<file path="src/rtl/wb_pkg.sv">
// Shared types and constants for the writeback arbiter slice.
package wb_pkg;

  localparam int WB_W_DEFAULT     = 32;
  localparam int WB_DEPTH_DEFAULT = 4;
  localparam int WB_PTR_W         = $clog2(WB_DEPTH_DEFAULT);
  localparam int WB_RD_W          = 5;

  // One pending register-file write.
  typedef struct packed {
    logic [WB_RD_W-1:0]      rd;
    logic [WB_W_DEFAULT-1:0] data;
  } wb_entry_t;

  // Register-number match for hazard queries; r0 never matches because
  // writes to it are discarded.
  function automatic logic rd_match(input logic [WB_RD_W-1:0] query,
                                    input logic [WB_RD_W-1:0] rd);
    return (query != '0) && (query == rd);
  endfunction

endpackage

</file>
<file path="src/rtl/wb_arbiter_if.sv">
// Writeback bus: ALU and multi-cycle result inputs, register-file write
// port and hazard query lines.
interface wb_arbiter_if
  import wb_pkg::*;
#(
  parameter int W = WB_W_DEFAULT
);

  logic               alu_valid;
  logic [WB_RD_W-1:0] alu_rd;
  logic [W-1:0]       alu_data;

  logic               mc_valid;
  logic               mc_ready;
  logic [WB_RD_W-1:0] mc_rd;
  logic [W-1:0]       mc_data;

  logic               RegWrite;
  logic [WB_RD_W-1:0] WbRegNum;
  logic [W-1:0]       WbData;

  logic [WB_RD_W-1:0] q1_num;
  logic [WB_RD_W-1:0] q2_num;
  logic               q1_pend;
  logic               q2_pend;

  // The arbiter side.
  modport slave (
    input  alu_valid, alu_rd, alu_data,
    input  mc_valid, mc_rd, mc_data,
    input  q1_num, q2_num,
    output mc_ready,
    output RegWrite, WbRegNum, WbData,
    output q1_pend, q2_pend
  );

  // The producer / register-file / hazard-unit side.
  modport master (
    output alu_valid, alu_rd, alu_data,
    output mc_valid, mc_rd, mc_data,
    output q1_num, q2_num,
    input  mc_ready,
    input  RegWrite, WbRegNum, WbData,
    input  q1_pend, q2_pend
  );

endinterface

</file>
<file path="src/rtl/wb_fifo.sv">
// In-order circular buffer for multi-cycle results that lost arbitration.
// Every slot's rd and validity are exposed so the hazard compare can see
// the whole queue at once.
module wb_fifo
  import wb_pkg::*;
#(
  parameter int DEPTH = WB_DEPTH_DEFAULT,
  parameter int W     = WB_W_DEFAULT
) (
  input  logic                            clk,
  input  logic                            rst_n,
  input  logic                            push,
  input  logic [WB_RD_W-1:0]              push_rd,
  input  logic [W-1:0]                    push_data,
  input  logic                            pop,
  output logic                            full,
  output logic                            empty,
  output logic [WB_RD_W-1:0]              head_rd,
  output logic [W-1:0]                    head_data,
  output logic [DEPTH-1:0]                entry_valid,
  output logic [DEPTH-1:0][WB_RD_W-1:0]   entry_rd
);

  localparam int               PTR_W     = $clog2(DEPTH);
  localparam logic [PTR_W-1:0] PTR_ONE   = PTR_W'(1);
  localparam logic [PTR_W:0]   CNT_ONE   = (PTR_W + 1)'(1);
  localparam logic [PTR_W:0]   CNT_DEPTH = (PTR_W + 1)'(DEPTH);

  logic [PTR_W-1:0]   wr_ptr_reg;
  logic [PTR_W-1:0]   rd_ptr_reg;
  logic [PTR_W:0]     count_reg;
  logic [WB_RD_W-1:0] rd_mem   [DEPTH];
  logic [W-1:0]       data_mem [DEPTH];

  logic push_ok;
  logic pop_ok;

  assign full    = (count_reg == CNT_DEPTH);
  assign empty   = (count_reg == '0);
  assign push_ok = push && !full;
  assign pop_ok  = pop && !empty;

  // Pointer and occupancy update; a simultaneous push and pop leaves count alone.
  always_ff @(posedge clk or negedge rst_n) begin
    if (!rst_n) begin
      wr_ptr_reg <= '0;
      rd_ptr_reg <= '0;
      count_reg  <= '0;
    end else begin
      if (push_ok) wr_ptr_reg <= wr_ptr_reg + PTR_ONE;
      if (pop_ok)  rd_ptr_reg <= rd_ptr_reg + PTR_ONE;
      case ({push_ok, pop_ok})
        2'b10:   count_reg <= count_reg + CNT_ONE;
        2'b01:   count_reg <= count_reg - CNT_ONE;
        default: count_reg <= count_reg;
      endcase
    end
  end

  // Storage write; contents need no reset since validity comes from the pointers.
  always_ff @(posedge clk) begin
    if (push_ok) begin
      rd_mem[wr_ptr_reg]   <= push_rd;
      data_mem[wr_ptr_reg] <= push_data;
    end
  end

  assign head_rd   = rd_mem[rd_ptr_reg];
  assign head_data = data_mem[rd_ptr_reg];

  // A slot is live when its distance from the read pointer is below count.
  for (genvar gi = 0; gi < DEPTH; gi++) begin : g_entry
    logic [PTR_W-1:0] offset;
    assign offset          = PTR_W'(gi) - rd_ptr_reg;
    assign entry_valid[gi] = ({1'b0, offset} < count_reg);
    assign entry_rd[gi]    = rd_mem[gi];
  end

endmodule

</file>
<file path="src/rtl/wb_arbiter.sv">
// Writeback arbiter: owns the register-file write port, gives the
// unstallable ALU path priority, then drains queued multi-cycle results,
// then bypasses a fresh multi-cycle result when nothing is queued.
module wb_arbiter
  import wb_pkg::*;
#(
  parameter int DEPTH = WB_DEPTH_DEFAULT,
  parameter int W     = WB_W_DEFAULT
) (
  input  logic         clk,
  input  logic         rst_n,
  wb_arbiter_if.slave  bus
);

  logic                          fifo_full;
  logic                          fifo_empty;
  logic [WB_RD_W-1:0]            head_rd;
  logic [W-1:0]                  head_data;
  logic [DEPTH-1:0]              entry_valid;
  logic [DEPTH-1:0][WB_RD_W-1:0] entry_rd;

  logic mc_ready;
  logic mc_fire;
  logic alu_take;
  logic mc_live;
  logic pop;
  logic bypass;
  logic push;

  logic               regwrite_reg, regwrite_next;
  logic [WB_RD_W-1:0] wbregnum_reg, wbregnum_next;
  logic [W-1:0]       wbdata_reg,   wbdata_next;

  // Readiness looks only at occupancy so producers never see a
  // combinational path from the ALU or from a same-cycle pop.
  assign mc_ready = !fifo_full;
  assign mc_fire  = bus.mc_valid && mc_ready;

  // r0 results complete their handshake but go nowhere.
  assign alu_take = bus.alu_valid && (bus.alu_rd != '0);
  assign mc_live  = mc_fire && (bus.mc_rd != '0);
  assign pop      = !alu_take && !fifo_empty;
  assign bypass   = !alu_take && fifo_empty && mc_live;
  assign push     = mc_live && !bypass;

  wb_fifo #(
    .DEPTH (DEPTH),
    .W     (W)
  ) u_fifo (
    .clk         (clk),
    .rst_n       (rst_n),
    .push        (push),
    .push_rd     (bus.mc_rd),
    .push_data   (bus.mc_data),
    .pop         (pop),
    .full        (fifo_full),
    .empty       (fifo_empty),
    .head_rd     (head_rd),
    .head_data   (head_data),
    .entry_valid (entry_valid),
    .entry_rd    (entry_rd)
  );

  // Priority select for the next register-file write; idle cycles hold address and data.
  always_comb begin
    regwrite_next = 1'b0;
    wbregnum_next = wbregnum_reg;
    wbdata_next   = wbdata_reg;
    if (alu_take) begin
      regwrite_next = 1'b1;
      wbregnum_next = bus.alu_rd;
      wbdata_next   = bus.alu_data;
    end else if (!fifo_empty) begin
      regwrite_next = 1'b1;
      wbregnum_next = head_rd;
      wbdata_next   = head_data;
    end else if (bypass) begin
      regwrite_next = 1'b1;
      wbregnum_next = bus.mc_rd;
      wbdata_next   = bus.mc_data;
    end
  end

  // Registered write port.
  always_ff @(posedge clk or negedge rst_n) begin
    if (!rst_n) begin
      regwrite_reg <= 1'b0;
      wbregnum_reg <= '0;
      wbdata_reg   <= '0;
    end else begin
      regwrite_reg <= regwrite_next;
      wbregnum_reg <= wbregnum_next;
      wbdata_reg   <= wbdata_next;
    end
  end

  // Hazard query: any live queue slot or the write on the port right now.
  logic [DEPTH-1:0] q1_hit;
  logic [DEPTH-1:0] q2_hit;

  for (genvar gi = 0; gi < DEPTH; gi++) begin : g_query
    assign q1_hit[gi] = entry_valid[gi] && rd_match(bus.q1_num, entry_rd[gi]);
    assign q2_hit[gi] = entry_valid[gi] && rd_match(bus.q2_num, entry_rd[gi]);
  end

  assign bus.q1_pend = (|q1_hit) || (regwrite_reg && rd_match(bus.q1_num, wbregnum_reg));
  assign bus.q2_pend = (|q2_hit) || (regwrite_reg && rd_match(bus.q2_num, wbregnum_reg));

  assign bus.mc_ready = mc_ready;
  assign bus.RegWrite = regwrite_reg;
  assign bus.WbRegNum = wbregnum_reg;
  assign bus.WbData   = wbdata_reg;

endmodule
</file>
<file path="src/flat_wrapper.sv">
// flat-port wrapper written by rule: the top's interface ports become plain ports
module wb_arbiter_flat import wb_pkg::*;
#(
  parameter int DEPTH = WB_DEPTH_DEFAULT,
  parameter int W     = WB_W_DEFAULT
)
  (clk, rst_n, bus_alu_valid, bus_alu_rd, bus_alu_data, bus_mc_valid, bus_mc_rd, bus_mc_data, bus_q1_num, bus_q2_num, bus_mc_ready, bus_RegWrite, bus_WbRegNum, bus_WbData, bus_q1_pend, bus_q2_pend);
  wb_arbiter_if #(.W(W)) bus_i ();
  input  logic clk;
  input  logic rst_n;
  input wire logic [$bits(bus_i.alu_valid)-1:0] bus_alu_valid;
  input wire logic [$bits(bus_i.alu_rd)-1:0] bus_alu_rd;
  input wire logic [$bits(bus_i.alu_data)-1:0] bus_alu_data;
  input wire logic [$bits(bus_i.mc_valid)-1:0] bus_mc_valid;
  input wire logic [$bits(bus_i.mc_rd)-1:0] bus_mc_rd;
  input wire logic [$bits(bus_i.mc_data)-1:0] bus_mc_data;
  input wire logic [$bits(bus_i.q1_num)-1:0] bus_q1_num;
  input wire logic [$bits(bus_i.q2_num)-1:0] bus_q2_num;
  output wire logic [$bits(bus_i.mc_ready)-1:0] bus_mc_ready;
  output wire logic [$bits(bus_i.RegWrite)-1:0] bus_RegWrite;
  output wire logic [$bits(bus_i.WbRegNum)-1:0] bus_WbRegNum;
  output wire logic [$bits(bus_i.WbData)-1:0] bus_WbData;
  output wire logic [$bits(bus_i.q1_pend)-1:0] bus_q1_pend;
  output wire logic [$bits(bus_i.q2_pend)-1:0] bus_q2_pend;
  assign bus_i.alu_valid = bus_alu_valid;
  assign bus_i.alu_rd = bus_alu_rd;
  assign bus_i.alu_data = bus_alu_data;
  assign bus_i.mc_valid = bus_mc_valid;
  assign bus_i.mc_rd = bus_mc_rd;
  assign bus_i.mc_data = bus_mc_data;
  assign bus_i.q1_num = bus_q1_num;
  assign bus_i.q2_num = bus_q2_num;
  assign bus_mc_ready = bus_i.mc_ready;
  assign bus_RegWrite = bus_i.RegWrite;
  assign bus_WbRegNum = bus_i.WbRegNum;
  assign bus_WbData = bus_i.WbData;
  assign bus_q1_pend = bus_i.q1_pend;
  assign bus_q2_pend = bus_i.q2_pend;
  wb_arbiter #(.DEPTH(DEPTH), .W(W)) u_core (.clk(clk), .rst_n(rst_n), .bus(bus_i));
endmodule
</file>
<file path="config.mk">
export PLATFORM = sky130hd
export DESIGN_NAME = wb_arbiter_flat
export DESIGN_NICKNAME = d
export VERILOG_FILES = /design/src/rtl/wb_pkg.sv /design/src/rtl/wb_arbiter_if.sv /design/src/rtl/wb_fifo.sv /design/src/rtl/wb_arbiter.sv /design/src/flat_wrapper.sv
export SDC_FILE = /design/constraint.sdc
export NUM_CORES = 1
export LEC_CHECK = 0
export ABC_AREA = 1
export CORE_MARGIN = 1.5
export CORE_UTILIZATION = 56
export DETAILED_ROUTE_END_ITERATION = 10
export PLACE_DENSITY = 0.92
export RECOVER_POWER = 100
export SYNTH_ARGS = -nofsm -noshare
export SYNTH_HDL_FRONTEND = slang
export SYNTH_HIERARCHICAL = 1
export SYNTH_SLANG_ARGS = --single-unit
</file>
<file path="constraint.sdc">
create_clock -name clk -period 4.05 [get_ports clk]
set_input_delay 0.81 -clock clk [delete_from_list [all_inputs] [get_ports clk]]
set_output_delay 0.81 -clock clk [all_outputs]
set_load 0.01 [all_outputs]
</file>
# ---- Yosys cells after proc, flatten, opt, wreduce, memory -nomap -nowiden
# Memories as Yosys holds them, arrays and structs flattened.
# Cells that the tools add are included.
dict set report classes {
  n_addsub 8
  magnitude_cmp 4
  eq_ne 14
  n_mux 12
  reduce_logical 43
}
# cell n
set op_table {}
lappend op_table {{$mux W32} 3}
lappend op_table {{$eq A5 B5 Y1} 10}
lappend op_table {{$logic_and A1 B1 Y1} 29}
lappend op_table {{$reduce_bool A5 Y1} 4}
lappend op_table {{$mux W5} 3}
lappend op_table {{$lt A2 B3 Y1} 4}
lappend op_table {{$reduce_or A4 Y1} 2}
lappend op_table {{$pmux W3 S2} 1}
lappend op_table {{$mux W1} 5}
lappend op_table {{$add A2 B1 Y2 const B} 2}
lappend op_table {{$logic_not A1 Y1} 4}
lappend op_table {{$sub A1 B2 Y2 const A} 2}
lappend op_table {{$sub A2 B2 Y2 const A} 2}
lappend op_table {{$add A3 B1 Y3 const B} 1}
lappend op_table {{$eq A3 B3 Y1 const B} 1}
lappend op_table {{$logic_not A3 Y1} 1}
lappend op_table {{$ne A3 B3 Y1 const B} 1}
lappend op_table {{$sub A3 B1 Y3 const B} 1}
lappend op_table {{$eq A2 B1 Y1 const B} 1}
lappend op_table {{$eq A2 B2 Y1 const B} 1}
lappend op_table {{$logic_or A1 B1 Y1} 2}
lappend op_table {{$reduce_bool A2 Y1} 1}
dict set report totals {
  regBits 45
  ram_bits 148
  input_bits 88
  out_inout_bits 41
  wordCells 89
  n_memories 2
}
# memory depth word_bits rd rd_ports_with_merged_regs wr line_no
set mem_list {}
lappend mem_list {u_core.u_fifo.data_mem 4 32 1 0 1 wb_fifo.sv:33} ;# logic [W-1:0] data_mem [DEPTH];
lappend mem_list {u_core.u_fifo.rd_mem 4 5 5 0 1 wb_fifo.sv:32} ;# logic [WB_RD_W-1:0] rd_mem [DEPTH];

# ---- Logic depth before layout (Yosys ltp)
# Gate-level depths: netlist of run 1.
dict set report logic_depth {
  word_depth 10
  depth_mapped 16
  ltp_nobuf 15
}

# ---- Cells and area by module
# The synthesis of run 1 kept the hierarchy.
# module n_inst cells_each area_each_um2 seq_area_each_um2
set modules_own_cells {}
lappend modules_own_cells {wb_fifo 1 440 6371.1 4619.4}
lappend modules_own_cells {wb_arbiter 1 618 3313.2 950.9}

# ---- Worst setup path before layout of run 1
# Ideal clock, no wire load.
dict set report synth_path {
  kind {input to register}
  start {in bus_alu_rd[1]}
  end {mem u_core/u_fifo/data_mem[0][0] (netlist name) (enable)}
  setup_time_ns 0.431
  t_arrival_ns 3.233
  required_time_ns 3.619
  slack_ns 0.386
  cell_stages 9
  path_buffers 1
  cell_sequence {inv_1 > nand4_1 > nand2_2 > inv_2 > nor2_8 > buf_2 > nor2_1 > nand2_2 > nor2_1}
}
dict set report synth_via {
  elab_chain_cells 10
}
# item line_no
set synth_lines {}
lappend synth_lines {{start: declaration} flat_wrapper.sv:12} ;# input wire logic [$bits(bus_i.alu_rd)-1:0] bus_alu_rd;
lappend synth_lines {{$reduce_bool A5 Y1} wb_arbiter.sv:40} ;# assign alu_take = bus.alu_valid && (bus.alu_rd != '0);
lappend synth_lines {{$logic_and A1 B1 Y1} wb_arbiter.sv:40}
lappend synth_lines {{$logic_not A1 Y1} wb_arbiter.sv:43} ;# assign bypass = !alu_take && fifo_empty && mc_live;
lappend synth_lines {{$logic_and A1 B1 Y1 (2 in series)} wb_arbiter.sv:43}
lappend synth_lines {{$logic_not A1 Y1} wb_arbiter.sv:44} ;# assign push = mc_live && !bypass;
lappend synth_lines {{$logic_and A1 B1 Y1} wb_arbiter.sv:44}
lappend synth_lines {{named net u_core.push} wb_arbiter.sv:28} ;# logic push;
lappend synth_lines {{$logic_and A1 B1 Y1} wb_fifo.sv:40} ;# assign push_ok = push && !full;
lappend synth_lines {{$mux W1} wb_fifo.sv:62} ;# if (push_ok) begin
lappend synth_lines {{$mux W1 (implied by the code)} wb_fifo.sv:64} ;# data_mem[wr_ptr_reg] <= push_data;
lappend synth_lines {{end: declaration} wb_fifo.sv:33}
# The timed path passes the listed nets, and every way through them passes these cells.

# ---- Worst setup path after layout of run 1
dict set report layout_path {
  start {reg u_core.u_fifo.rd_ptr_reg[0]}
  end {out bus_q2_pend}
}
dict set report layout_via {
  elab_chain_cells 5
  elab_cells_between_ends 14
  classes_between {4 x add/sub; 4 x order compare; 6 x reduce/logical}
}
# item line_no
set layout_lines {}
lappend layout_lines {{start: declaration} wb_fifo.sv:30} ;# logic [PTR_W-1:0] rd_ptr_reg;
lappend layout_lines {{start signal: assignment} wb_fifo.sv:51} ;# if (pop_ok) rd_ptr_reg <= rd_ptr_reg + PTR_ONE;
lappend layout_lines {{$sub A1 B2 Y2} wb_fifo.sv:74} ;# assign offset = PTR_W'(gi) - rd_ptr_reg;
lappend layout_lines {{$lt A2 B3 Y1} wb_fifo.sv:75} ;# assign entry_valid[gi] = ({1'b0, offset} < count_reg);
lappend layout_lines {{named net u_core.entry_valid[0]} wb_arbiter.sv:19} ;# logic [DEPTH-1:0] entry_valid;
lappend layout_lines {{$logic_and A1 B1 Y1} wb_arbiter.sv:103} ;# assign q2_hit[gi] = entry_valid[gi] && rd_match(bus.q2_num, entry_rd[gi]);
lappend layout_lines {{$reduce_or A4 Y1} wb_arbiter.sv:107} ;# assign bus.q2_pend = (|q2_hit) || (regwrite_reg && rd_match(bus.q2_num, wbregnum_reg));
lappend layout_lines {{$logic_or A1 B1 Y1} wb_arbiter.sv:107}
lappend layout_lines {{end: declaration} flat_wrapper.sv:24} ;# output wire logic [$bits(bus_i.q2_pend)-1:0] bus_q2_pend;
# The timed path passes the listed nets, and every way through them passes these cells.

==> results of run 1 <==
## final cells by class
type / count / area [um^2] / area share, %
flip-flops and latches: 193 / 5580 / 48.3
multi-input cells: 751 / 3520 / 30.5
well taps: 220 / 275 / 2.38
clock inverters: 13 / 104 / 0.900
clock buffers: 19 / 433 / 3.75
inverters: 59 / 223 / 1.93
repair buffers: 146 / 1410 / 12.2
diodes: 2 / 5.00 / 0.0434
## power by group through the flow
stage	registers (mW)	clock network [mW]	logic, mW
final	2.98	1.54	3.35
after global routing	3.03	1.63	3.68
after CTS	2.98	1.55	3.44
after detailed placement	3.01	0	3.39
after global placement	3.00	0	3.28
after floorplan	3.03	0	2.22
## placed cells by master (no fill, tap or decap)
master | Yosys | layout
a21boi_1 | 2 | 2
a21oi_1 | 1 | 1
buf_12 | 3 | 1
buf_2 | 35 | 1
buf_4 | 10 | 11
clkbuf_1 | 2 | 5
clkbuf_16 | 0 | 17
clkbuf_2 | 1 | 3
clkdlybuf4s50_1 | 0 | 50
clkinv_1 | 0 | 1
clkinv_2 | 0 | 2
clkinv_4 | 0 | 3
clkinvlp_4 | 0 | 3
dfrtp_1 | 45 | 43
dfrtp_2 | 0 | 1
dfrtp_4 | 0 | 1
diode_2 | 0 | 2
dlygate4sd3_1 | 0 | 77
edfxtp_1 | 148 | 148
fa_1 | 1 | 1
ha_1 | 9 | 9
inv_1 | 51 | 52
inv_2 | 8 | 6
inv_6 | 0 | 4
inv_8 | 0 | 1
nand2_1 | 436 | 437
nand2_2 | 4 | 4
nand3_1 | 130 | 129
nand3_2 | 35 | 36
nand4_1 | 39 | 39
nor2_1 | 54 | 53
nor2_4 | 0 | 1
nor2_8 | 2 | 2
nor3_1 | 3 | 3
o21ai_0 | 21 | 26
o21ai_1 | 8 | 3
xnor2_1 | 1 | 1
xor2_1 | 4 | 4
## layer usage
metal,vias to the layer above,wire (um),part of all wire [%]
li1,3748,-,-
met1,3767,9890,39
met2,443,12600,49
met3,74,2060,8.1
met4,0,984,3.9
met5,-,0,0
## worst register-to-register path, stage by stage, from the launching register on
cell,delay [ps]
dfrtp_1,390
inv_1,220
nand3_1,260
inv_1,150
buf_4,330
inv_2,130
nor2_8,130
clkbuf_2,680
nand2_2,780
o21ai_0,440
## stage by stage
stage | total power, mW | hold WS, ps | utilization (%) | cell area (um^2) | setup slack (ps)
floorplan | 5.25 | 450 | - | 9680 | 386
finish | 7.88 | 498 | 68.9 | 11500 | 202
global route | 8.33 | 516 | 68.9 | 11500 | 34.8
detailed placement | 6.41 | 493 | 66.0 | 11100 | 583
global placement | 6.28 | 463 | 66.0 | 11100 | 623
CTS | 7.97 | 512 | 69.2 | 11600 | 219
## worst paths after layout
| kind | startpoint | endpoint | cells past startpoint |
|---|---|---|---|
| worst max-delay path | u_core/u_fifo/rd_ptr_reg[0] | bus_q2_pend | 11 |
| worst min-delay path | u_core/bus.WbData[29] | u_core/bus.WbData[29] | 2 |
| worst max register to register | u_core/u_fifo/count_reg[1] | u_core/bus.WbRegNum[4] | 9 |
| worst min register to register | u_core/bus.WbData[29] | u_core/bus.WbData[29] | 2 |
| max in group asynchronous | rst_n | u_core/u_fifo/rd_ptr_reg[0] | 1 |
| min in group asynchronous | rst_n | u_core/bus.WbData[24] | 1 |
## cell families after synthesis
group,Yosys count
flip-flops,193
XOR/XNOR,5
AO/OA/AOI/OAI,32
AND/OR/NAND/NOR,704
adder cells (fa/ha/maj),10
buffers and inverters,114
==> metrics.md, run 1 <==
| Metric | Value |
|---|---|
| Status | finished with violations |
| Failing checks | capacitance limit, slew limit |
| Detailed-route via count | 8032 |
| Num CTS Buffers | 17 |
| Post-CTS sizing | 0 |
| Post-synthesis sequential area ratio | 57.5% |
| Initial DRC count | 895 |
| M1 GR Usage | 36.5% |
| Cell Area, Synth | 9680 um^2 |
| Biggest register | u_core/u_fifo/data_mem |
| Crit-path max FO | 40 |
| P_leak | 4.96 nW |
| Final period util | 95.0% |
| Yosys top cell by area | edfxtp_1 |
| #FFs+latches synth | 193 |
| Grt met3 use | about 4.7% |
| Crit path max-delay family | buffers and inverters |
| Post-synth top area share | 45.9% |
| Most common cell on crit path | nor2_1 |
| CTS tree | done |
| RSZ-0062 raised after global routing | no |
| Post-DR vias/cell | 5.72 |
| Top cells by count, synth | nand2_1 (436), edfxtp_1 (148), nand3_1 (130) |
| Synthesized Nets | 1156 |
| Critical Path Max Stage Delay | 570 ps |
| Post-synth EDFFs | around 150 |
| Cell Chain, Critical Path | inv_2 > buf_4 > a21boi_1 > o21ai_1 > o21ai_0 > nor2_1 > nand3_1 > nand2_1 > nor2_1 > nor2_1 > clkdlybuf4s50_1 |
| Crit. End Element | primary output |
| Synth Area in Adders | between 1 and 1.5% |
| Busiest layer in global routing | met2 |
| Power per cell area | 683 nW/um^2 |
| Required @ worst endpoint | 3240 ps |
| Hold Crit Class | flip-flop to flip-flop |
| P&R area growth vs syn | 19.2% |
| Top cells by area, synth | edfxtp_1 (46%), nand2_1 (17%), dfrtp_1 (12%) |
| Part of the power in combinational logic | 42.6% |
| Largest net degree at the start of global routing | 76 |
| Arr. time, crit path | 3040 ps |
| ANT nets after route | 0 |
| Global placer's final weighted congestion | 0.975 |
| Setup TNS | 0 ps |
| R2R setup slack | 420 ps |
| Synth Area in Compound Gates | 1.71% |
| Final min period | about 3800 ps |
| Switching part of the total | 41.1% |
| Initial antenna violation count | 2 |
| Placed insts | 1369 |
| Max VDD drop | 0.540 mV |
| Vias in the first global route | 7924 |
| Internal | 4.64 mW |
| I/O pins | roughly 130 |
| Fraction of synthesized area in multiplexers | 0% |
| Ys flop type | edfxtp_1 |
| Site Rows | 47 |
| Total wire length | roughly 26 mm |
| Hold Vio Cnt, Final | 0 |
| Synth Area in XOR/XNOR | 0.452% |
| Clk sink count | 193 |
| Die area | 18100 um^2 |
| Seq pwr share | 37.8% |
| Number of port buffers | 128 |
| First-pass iteration count of the detailed router | 5 |
| Initial Util | 57.8% |
| Clock slew at reported path FFs | 70 ps |
| Cell with the most instances after synthesis | nand2_1 |
| Chip height | 135 um |
| Max FFs per register | 128 |
| Maxcap violations | 1 |
| First-pass GRT wire length | 40.2 mm |
| # nets final | approximately 1300 |
| Total gr overflow | 0 |
| Synthesized instance count | between 1000 and 1500 |
| All-Layer GR Usage | 29.0% |
| Slew margin rel. | -78.4% |
| Clock power frac | 19.6% |
| CP Class | flip-flop to primary output |
| H-tree depth | 4 |
| Layout cell share with drive strength beyond 1 | 8.21% |
| DRC viols | 0 |
| CTS Buffer Depth | 2 |
| NetSw | 3.24 mW |
| Largest family of logic cells by synthesized area | simple AND/OR/NAND/NOR gates |
| Worst-Margin Slew | 2680 ps |
| Critical Path Source Type | flip-flop |
| CTS Root Cell | clkbuf_16 |
| Core Region | 16800 um^2 |
| Max Freq | 260 MHz |
| Final Non-Filler Cells | 1403 |
| Asr flop ratio synth | 23.3% |
| Met2 usage | between 40% and 50% |
| Buffers and inverters on the worst path | 3 |
| YS warnings | 6 |
| Setup violators final | 0 |
| Die Span X | 135 um |
| Post-CTS Setup Bufs | 0 |
| Slowest CP cell | dfrtp_4 |
| Simple-gate share of the synthesized area | 32.8% |
| Detailed Place HPWL | between 15 and 20 mm |
| FILL cells | 1265 |
| Syn_area_per_cell | 9.15 um^2 |
| Slew Limit Fails | 46 |
| Final Skew | between 8 and 9 ps |
| WL/cell | 18.2 um |
| Distinct cells, synth | 28 |
| Hold-fix buffers, CTS | 0 |
| Clk Latency, worst-skew pair | 440 ps |
Power figures use the tool's default switching activity.
==> run 2: changes to the inputs <==
--- a/config.mk
+++ b/config.mk
@@ -7,9 +7,9 @@
 export LEC_CHECK = 0
 export ABC_AREA = 1
 export CORE_MARGIN = 1.5
-export CORE_UTILIZATION = 56
+export CORE_UTILIZATION = 60
 export DETAILED_ROUTE_END_ITERATION = 10
-export PLACE_DENSITY = 0.92
+export PLACE_DENSITY = 0.95
 export RECOVER_POWER = 100
 export SYNTH_ARGS = -nofsm -noshare
 export SYNTH_HDL_FRONTEND = slang
==> constraint.sdc (replaced) <==
create_clock -name clk -period 4.9 [get_ports clk]
set_input_delay 0.98 -clock clk [delete_from_list [all_inputs] [get_ports clk]]
set_output_delay 0.98 -clock clk [all_outputs]
set_load 0.01 [all_outputs]
==> metrics.md, run 2 (synthesized netlist as in run 1, its figures left out) <==
| Metric | Value |
|---|---|
| Status | finished with violations |
| Failing checks | capacitance limit, slew limit |
| Worst-Margin Slew | 1680 ps |
| Number of port buffers | ~130 |
| Max VDD drop | 0.411 mV |
| Final period util | 89.6% |
| Hold path depth | 2 |
| Maxcap violations | 2 |
| Place WS | roughly 1100 ps |
| P&R area growth vs syn | 19.6% |
| Post-CTS sizing | 0 |
| Crit. End Element | flip-flop |
| Post-DR vias/cell | 5.97 |
| Global placer's final weighted congestion | roughly 0.97 |
| Die Span X | 130 um |
| Clk sink count | about 190 |
| Reg2reg path depth | 9 |
| Critical Path Max Stage Delay | about 1100 ps |
| Clock slew at reported path FFs | 70 ps |
| Post-CTS Setup Bufs | 0 |
| Hold Vio Cnt, Final | 0 |
| Initial DRC count | roughly 1100 |
| CP Depth | 10 |
| Crit path max-delay family | simple AND/OR/NAND/NOR gates |
| Slew margin rel. | -12.3% |
| WL/cell | 18.9 um |
| Hold WS | around 500 ps |
| Chip height | 130 um |
| Num CTS Buffers | 17 |
| First-pass GRT wire length | approximately 40 mm |
| ANT nets after route | 0 |
| I/O pins | 129 |
| Setup TNS | 0 ps |
| Cell Chain, Critical Path | dlygate4sd3_1 > nor2_1 > nand4_1 > nand2_2 > inv_1 > nor2_8 > nor2_1 > nand2_1 > nor2_1 > buf_12 |
| Total wire length | 26.3 mm |
| CTS tree | done |
| CP Launch Point | bus_alu_rd[2] |
| Max FFs per register | 128 |
| Largest net degree at the start of global routing | between 70 and 80 |
| Buffers and inverters on the worst path | 3 |
| Arr. time, crit path | around 4500 ps |
| Detailed Place HPWL | 16.4 mm |
| Site Rows | 46 |
| R2R Path End | u_core/u_fifo/data_mem[1][23] |
| H-tree depth | 4 |
| Fin util | 73.2% |
| CTS Buffer Depth | 2 |
| Hold Crit Class | flip-flop to flip-flop |
| Required @ worst endpoint | between 5000 and 6000 ps |
| R2R setup slack | 1040 ps |
| Initial antenna violation count | 1 |
| Initial Util | 61.2% |
| Placed insts | 1361 |
| Final worst setup slack | about 510 ps |
| Layout cell share with drive strength beyond 1 | 8.33% |
| First-pass iteration count of the detailed router | 6 |
| RSZ-0062 raised after global routing | no |
| Crit-path max FO | 25 |
| # nets final | roughly 1300 |
| P_leak | just under 5 nW |
| Most common cell on crit path | nor2_1 |
| Final Skew | 13.4 ps |
| Clk Latency, worst-skew pair | 450 ps |
| Vias in the first global route | 8023 |
| All-Layer GR Usage | 31.6% |
| Slowest CP cell | nor2_1 |
| Final min period | approximately 4400 ps |
| Final Non-Filler Cells | 1394 |
| Worst R2R Start | u_core/u_fifo/count_reg[1] |
| Slew Limit Fails | 70 |
| CP Class | primary input to flip-flop |
| Commonest non-fill, non-tap cell in the layout | nand2_1 |
| DRC viols | 0 |
| Detailed-route via count | roughly 8300 |
| Power per cell area | 572 nW/um^2 |
| Critical Path Source Type | primary input |
| Biggest register | u_core/u_fifo/data_mem |
| Setup violators final | 0 |
| Die area | 16900 um^2 |
| CTS Root Cell | clkbuf_16 |
| Hold-fix buffers, CTS | 0 |
| Core Region | roughly 16000 um^2 |
| FILL cells | 1040 |
| Setup crit end | u_core/u_fifo/data_mem[1][23] |
| Most frequent cells in the layout | nand2_1 (438), edfxtp_1 (148), nand3_1 (129) |
| Max Freq | 228 MHz |
| Total gr overflow | 0 |
-- run 2: cell types whose count changed in the layout (fill, tap and decap cells not counted), sizes merged --
cell    change
buf         -1
bufinv      +1
clkbuf      -5
diode       -1
inv         +1
-- run 2: cell type report --
type / instances / area (um^2) / area share, %
antenna: 1 / 2.50 / 0.0216
tap: 216 / 270 / 2.33
sequential: 193 / 5570 / 48.1
multi-input combinational: 751 / 3520 / 30.4
inverter: 59 / 223 / 1.92
clock buffer: 17 / 425 / 3.67
clock inverter: 15 / 151 / 1.31
timing repair buffer: 142 / 1410 / 12.2
-- run 2: power breakdown --
group,switching (mW),internal (mW),total [mW]
clock,0.645,0.715,1.36
sequential,0.286,2.22,2.50
combinational,1.81,0.959,2.77
total,2.74,3.89,6.63
-- run 2: worst min path at each step --
stage	startpoint	to	slack, ps
after floorplan	u_core/u_fifo/count_reg[1]	u_core/u_fifo/count_reg[1]	450
after global placement	u_core/u_fifo/count_reg[1]	u_core/u_fifo/count_reg[1]	470
after detailed placement	u_core/bus.WbData[13]	u_core/bus.WbData[13]	490
after CTS	rst_n	u_core/bus.WbData[25]	490
after global routing	u_core/bus.WbData[24]	u_core/bus.WbData[24]	520
final	u_core/bus.WbData[6]	u_core/bus.WbData[6]	500
-- run 2: stage by stage --
step / total power, mW / area [um^2]
CTS: 6.69 / 11600
global placement: 5.18 / 11100
detailed placement: 5.30 / 11100
global route: 6.97 / 11600
finish: 6.63 / 11600
floorplan: 4.34 / 9680
-- run 2: per-layer routing --
| metal | track usage [%] | vias to the layer above | wire length [um] |
|---|---|---|---|
| li1 | - | 3736 | - |
| met1 | 39.4 | 3841 | 9760 |
| met2 | 51.3 | 631 | 12700 |
| met3 | 6.31 | 118 | 2630 |
| met4 | 19.3 | 0 | 1220 |
| met5 | 0 | - | 0 |
-- run 2: tightest hold or removal path, cell delays in order, from the launching register on --
cell     delay, ps
dfrtp_1        340
nand3_1         70
nand2_1         60
